### config.mk
export PLATFORM = sky130hd
export DESIGN_NAME = addr_sweep_ctrl
export DESIGN_NICKNAME = d
export VERILOG_FILES = /design/src/rtl/addr_sweep_pkg.sv /design/src/rtl/sweep_arb2.sv /design/src/rtl/addr_sweep_ctrl.sv
export SDC_FILE = /design/constraint.sdc
export NUM_CORES = 1
export LEC_CHECK = 0
export BUFFER_PORTS_ARGS = -buffer_cell sky130_fd_sc_hd__buf_2
export CAP_MARGIN = 30
export CORE_ASPECT_RATIO = 1.1
export CORE_UTILIZATION = 57
export CTS_BUF_LIST = sky130_fd_sc_hd__clkbuf_4
export DETAILED_ROUTE_END_ITERATION = 10
export HOLD_SLACK_MARGIN = 0.03
export PLACE_DENSITY_LB_ADDON = 0.1
export SETUP_SLACK_MARGIN = 0.5
export SYNTH_ARGS = -nofsm -noshare
export SYNTH_HDL_FRONTEND = slang
export SYNTH_HIERARCHICAL = 1
export SYNTH_SLANG_ARGS = --single-unit
### constraint.sdc
create_clock -name clk -period 4.1 [get_ports clk]
set_input_delay 0.615 -clock clk [delete_from_list [all_inputs] [get_ports clk]]
set_output_delay 0.615 -clock clk [all_outputs]
set_load 0.02 [all_outputs]
### src/rtl/addr_sweep_pkg.sv
// Shared types for the address-sweep controller: FSM states, address width, grant decode helper.
// Consumed by addr_sweep_ctrl and sweep_arb2 (ADDR_SWEEP_RR_EN selects round-robin arbitration).
package addr_sweep_pkg;

  localparam int SWEEP_AW = 5;

  typedef logic [SWEEP_AW-1:0] sweep_addr_t;

  typedef enum logic [1:0] {
    IDLE,
    LOAD,
    RUN,
    DONE
  } sweep_state_e;

  function automatic logic [1:0] onehot2(input logic idx);
    return idx ? 2'b10 : 2'b01;
  endfunction

endpackage

### src/rtl/sweep_arb2.sv
// Combinational 2-way arbiter; with ADDR_SWEEP_RR_EN a registered last-served pointer breaks ties,
// otherwise requester 0 always wins. Zero latency, pointer moves only when upd_i is high.
module sweep_arb2 (
  input  logic [1:0] req_i,
  output logic       idx_o
`ifdef ADDR_SWEEP_RR_EN
  ,
  input  logic       clk_i,
  input  logic       rst_i,
  input  logic       upd_i,
  input  logic       served_i
`endif
);

`ifdef ADDR_SWEEP_RR_EN
  logic last_q;

  // Reset to "requester 1 served last" so requester 0 wins the first tie.
  always_ff @(posedge clk_i) begin
    if (rst_i) begin
      last_q <= 1'b1;
    end else if (upd_i) begin
      last_q <= served_i;
    end
  end

  always_comb begin
    idx_o = 1'b0;
    if (req_i == 2'b11) begin
      idx_o = ~last_q;
    end else if (req_i[1]) begin
      idx_o = 1'b1;
    end
  end
`else
  assign idx_o = req_i[1] & ~req_i[0];
`endif

endmodule

### src/rtl/addr_sweep_ctrl.sv
// Two-requester address sweep over a 2^AW space: first valid 2 cycles after req, 1 beat/cycle,
// ADDRESS holds while addr_ready is low. Arbitration mode set by ADDR_SWEEP_RR_EN.
module addr_sweep_ctrl
  import addr_sweep_pkg::*;
#(
  parameter int AW   = SWEEP_AW,
  parameter int NREQ = 2
) (
  input  logic            clk,
  input  logic            rst,
  input  logic [NREQ-1:0] req,
  input  logic [AW-1:0]   base0,
  input  logic [AW-1:0]   base1,
  input  logic [AW-1:0]   len0,
  input  logic [AW-1:0]   len1,
  output logic [NREQ-1:0] gnt,
  output logic            busy,
  output logic [AW-1:0]   ADDRESS,
  output logic            addr_valid,
  input  logic            addr_ready,
  output logic            addr_last,
  output logic [NREQ-1:0] done
);

  sweep_state_e  state_q, state_d;
  logic [AW-1:0] addr_q, addr_d;
  logic [AW-1:0] cnt_q, cnt_d;
  logic [AW-1:0] len_q, len_d;
  logic [AW-1:0] base_sel, len_sel, cnt_inc;
  logic          last_q, last_d;
  logic          win_q, win_d;
  logic          arb_idx;

`ifdef ADDR_SWEEP_RR_EN
  logic arb_upd;
  assign arb_upd = (state_q == DONE);
`endif

  sweep_arb2 u_arb (
    .req_i    (req),
    .idx_o    (arb_idx)
`ifdef ADDR_SWEEP_RR_EN
    ,
    .clk_i    (clk),
    .rst_i    (rst),
    .upd_i    (arb_upd),
    .served_i (win_q)
`endif
  );

  assign base_sel = win_q ? base1 : base0;
  assign len_sel  = win_q ? len1 : len0;
  assign cnt_inc  = cnt_q + AW'(1);

  always_comb begin
    state_d = state_q;
    addr_d  = addr_q;
    cnt_d   = cnt_q;
    len_d   = len_q;
    last_d  = last_q;
    win_d   = win_q;
    case (state_q)
      IDLE: begin
        if (|req) begin
          win_d   = arb_idx;
          state_d = LOAD;
        end
      end
      LOAD: begin
        addr_d  = base_sel;
        cnt_d   = '0;
        len_d   = len_sel;
        last_d  = (len_sel == '0);
        state_d = RUN;
      end
      RUN: begin
        if (addr_ready) begin
          if (last_q) begin
            last_d  = 1'b0;
            state_d = DONE;
          end else begin
            // Address wraps naturally at the AW-bit boundary.
            addr_d = addr_q + AW'(1);
            cnt_d  = cnt_inc;
            last_d = (cnt_inc == len_q);
          end
        end
      end
      DONE: begin
        state_d = IDLE;
      end
      default: begin
        state_d = IDLE;
      end
    endcase
  end

  always_ff @(posedge clk) begin
    if (rst) begin
      state_q <= IDLE;
      addr_q  <= '0;
      cnt_q   <= '0;
      len_q   <= '0;
      last_q  <= 1'b0;
      win_q   <= 1'b0;
    end else begin
      state_q <= state_d;
      addr_q  <= addr_d;
      cnt_q   <= cnt_d;
      len_q   <= len_d;
      last_q  <= last_d;
      win_q   <= win_d;
    end
  end

  assign busy       = (state_q != IDLE);
  assign addr_valid = (state_q == RUN);
  assign ADDRESS    = addr_q;
  assign addr_last  = last_q;
  assign gnt        = (state_q == LOAD || state_q == RUN) ? onehot2(win_q) : '0;
  assign done       = (state_q == DONE) ? onehot2(win_q) : '0;

endmodule

==> impl_metrics.env <==
export IMPL_irDropWorstVdd_mv=0.4488
export IMPL_placed_area_mm2=0.001390
export IMPL_hold_path_end="ADDRESS[1]$_SDFFE_PP0P_"
export IMPL_timing_rr_start="state_q[0]$_SDFFE_PP0P_"
export IMPL_critical_path_top_delay_family="adder cells"
export IMPL_clk_pin_slew_worst_paths_ps=100
export IMPL_period_share=0.5483
export IMPL_wl_per_cell_um=12.37
export IMPL_start_util=0.6093
export IMPL_synthesis_area_mm2=0.001231
export IMPL_drive_above_1_share=0.2389
export IMPL_start_kind="register"
export IMPL_ctsResizeCount=0
export IMPL_multi_input_area_um2=779.5
export IMPL_ys_warn_count=6
export IMPL_synth_fp_nets=180
export IMPL_viasPerCell=5.553
export IMPL_r2r_end="cnt_q[2]$_SDFFE_PP0P_"
export IMPL_wl_mm=2.573
export IMPL_cts_buffer_depth=2
export IMPL_grt_start_max_net_pins=22
export IMPL_clock_fmax_ghz=0.4448
export IMPL_cp_arrival_ps=1630
export IMPL_via_count=1155
export IMPL_grt_setup_unrepaired="false"
export IMPL_yosysSeqAreaShare=0.3089
export IMPL_grt_pass1_vias=1073
export IMPL_grt_antenna_before_repair=0
export IMPL_path_class="reg2out"
export IMPL_placementRows=17
export IMPL_post_dp_hpwl_mm=1.926
export IMPL_path_cells="inv_1 -> ha_1 -> buf_2"
export IMPL_r2r_slack_ps=2060
export IMPL_hold_path_class="reg2reg"
export IMPL_critPathMaxFanout=21
export IMPL_stdcell_area_mm2=0.001420
export IMPL_postCtsSetupRepairBufs=0
export IMPL_hold_viol_final=0
export IMPL_overflow=0
export IMPL_avgSynthCellArea_um2=8.263
export IMPL_ff_latch_area_um2=380.4
export IMPL_fin_skew_ps=3.577
export IMPL_drtIter0Drc=15
export IMPL_drc=0
export IMPL_crit_required_ps=3480
export IMPL_yosysUniqueCellTypes=37
export IMPL_diodes=0
export IMPL_slew_violations=0
export IMPL_synth_seq_cells=19
export IMPL_fin_setup_tns_ps=0
export IMPL_port_buffers=36
export IMPL_p_per_area_mw_per_mm2=534.1
export IMPL_fp_dieW_um=46.31
export IMPL_gr_usage_all_layers=0.2588
export IMPL_die_area_mm2=0.002350
export IMPL_hp_start="ADDRESS[1]$_SDFFE_PP0P_"
export IMPL_cts_buffers=3
export IMPL_hold_depth=2
export IMPL_filler_cell_count=174
export IMPL_critPathCaptureType="output port"
export IMPL_cap_violations=0
export IMPL_area_growth_pct=15.35
export IMPL_cts_hold_buf=0
export IMPL_worst_pin_slew_ps=757.7
export IMPL_cpPeakStageDelay_ps=610
export IMPL_fin_hold_ws_ps=502.2
export IMPL_cts_tree="built"
export IMPL_num_nets_final=212
export IMPL_reg2regPathDepth=6
export IMPL_finalSetupViolations=0
export IMPL_fin_crit_ps=2248
export IMPL_cp_buffers_inverters=2
export IMPL_gp_congestion=0.7987
export IMPL_maxSlewHeadroom=0.4942
export IMPL_coreArea_mm2=0.002021
export IMPL_clock_latency_ps=300
export IMPL_drtAntennaViolNets=0
export IMPL_grt_pass1_wl_mm=4.443
export IMPL_ioPinCount=37
export IMPL_die_y_um=50.75
export IMPL_clock_sinks=19
export IMPL_critPathSlowestCell="ha_1"
export IMPL_cts_htree_levels=1
export IMPL_syn_instance_count=149
export IMPL_p_leak_uw=0.0006226
export IMPL_drtPass1Iterations=4
export IMPL_outcome="finished, final reports clean"
export IMPL_root_buffer="clkbuf_4"
-- power breakdown --
group	total, uW	internal [uW]	leakage [uW]	switching, uW
Sequential	283	232	0.000155	51.2
Clock	105	44.6	0.0000184	59.9
Combinational	371	154	0.000449	217
Total	758	430	0.000623	328
-- layer usage --
metal	track usage	up-vias	wire, um
li1	-	587	-
met1	0.3089	528	1162
met2	0.4468	35	1268
met3	0.04317	5	99
met4	0.08824	0	43
met5	0	-	0
-- tightest hold or removal path: cells and delay by family, from the launching register on --
| kind | cells | cell delay [ps] |
|---|---|---|
| AOI/OAI and AO/OA | 1 | 50 |
| DFF | 1 | 350 |
| and+or+nand+nor | 1 | 70 |
-- registers in the layout, summed over array words and instances, names as in the netlist --
register,flops
state_q,2
len_q,5
ADDRESS,5
cnt_q,5
win_q,1
addr_last,1
-- worst max path at each step --
stage                     slack (ps)                    start               endpoint  cells past startpoint
after floorplan                 2440  state_q[0]$_SDFFE_PP0P_                 gnt[0]                      3
after global placement          2250  state_q[0]$_SDFFE_PP0P_  cnt_q[2]$_SDFFE_PP0P_                      6
after detailed placement        2130  state_q[0]$_SDFFE_PP0P_  cnt_q[2]$_SDFFE_PP0P_                      6
after CTS                       1870  state_q[0]$_SDFFE_PP0P_             addr_valid                      3
after global routing            1750  state_q[0]$_SDFFE_PP0P_             addr_valid                      3
final                           1850  state_q[0]$_SDFFE_PP0P_             addr_valid                      3
-- cells by family after synthesis --
logic type	after synthesis	synth area share
AO/OA/AOI/OAI	34	0.1616
flip-flops	19	0.3089
multiplexers	13	0.1067
adder cells (fa/ha/maj)	6	0.06097
buffers and inverters	13	0.05792
AND/OR/NAND/NOR	58	0.2612
XOR/XNOR	6	0.04269
-- stage by stage --
stage | std cells | setup slack, ps | power [uW] | utilization
finish | 208 | 1852 | 758.4 | 0.7028
CTS | 208 | 1868 | 761.1 | 0.7028
detailed placement | 204 | 2125 | 657.1 | 0.6879
global placement | 204 | 2247 | 638.8 | 0.6879
floorplan | 149 | 2445 | 571.6 | -
global route | 208 | 1749 | 821.3 | 0.7028
-- area by class of cell --
type	count	share of cell area
Multi-Input combinational cell	117	0.5489
Sequential cell	19	0.2678
Timing Repair Buffer	36	0.1269
Tap cell	28	0.02467
Clock buffer	4	0.02115
Inverter	4	0.01057
-- cells in the final DEF (no fill, tap or decap) --
| cell type | n |
|---|---|
| and2_1 | 5 |
| nor4b_1 | 1 |
| nand3_1 | 5 |
| o2bb2ai_1 | 1 |
| a21oi_1 | 12 |
| nand4bb_1 | 1 |
| or3_1 | 2 |
| ha_1 | 6 |
| dfxtp_1 | 19 |
| mux2i_1 | 12 |
| xnor2_1 | 3 |
| buf_2 | 36 |
| nor3_1 | 1 |
| o211ai_1 | 2 |
| nor2b_4 | 1 |
| xor2_1 | 3 |
| o22ai_1 | 1 |
| a211oi_1 | 5 |
| nor4_1 | 2 |
| mux2_2 | 1 |
| clkbuf_4 | 4 |
| or3b_1 | 1 |
| nand2b_1 | 1 |
| a22oi_1 | 2 |
| nand3b_1 | 2 |
| nor2b_1 | 5 |
| a31oi_1 | 1 |
| nor3b_1 | 2 |
| nor2_1 | 19 |
| nand3b_4 | 1 |
| nand2_1 | 9 |
| o21ai_0 | 10 |
| inv_1 | 4 |
-- synth_stat cells --
cell       number  area share
ha_1            6       0.061
a21oi_1        12       0.049
mux2_2          1      0.0091
or3b_1          1      0.0071
o21ai_0        10       0.041
and2_1          5       0.025
mux2i_1        12       0.098
nand2_1         9       0.027
nor4b_1         1      0.0071
a211oi_1        5       0.030
xor2_1          3       0.021
buf_6           2       0.018
or3_1           2       0.010
inv_1           4       0.012
nor4_1          2       0.010
nor2_1         19       0.058
nor2b_4         1       0.011
xnor2_1         3       0.021
nand3b_1        2       0.012
buf_1           1      0.0030
buf_2           2      0.0081
clkbuf_2        1      0.0041
nand3_1         5       0.020
dfxtp_1        19        0.31
o211ai_1        2       0.012
nor2b_1         5       0.025
nor3_1          1      0.0041
a22oi_1         2       0.012
o2bb2ai_1       1      0.0071
nand2b_1        1      0.0051
a31oi_1         1      0.0051
nor3b_1         2       0.012
clkbuf_1        2      0.0061
buf_4           1      0.0061
o22ai_1         1      0.0051
nand4bb_1       1      0.0091
nand3b_4        1       0.016
Power figures use the tool's default switching activity.
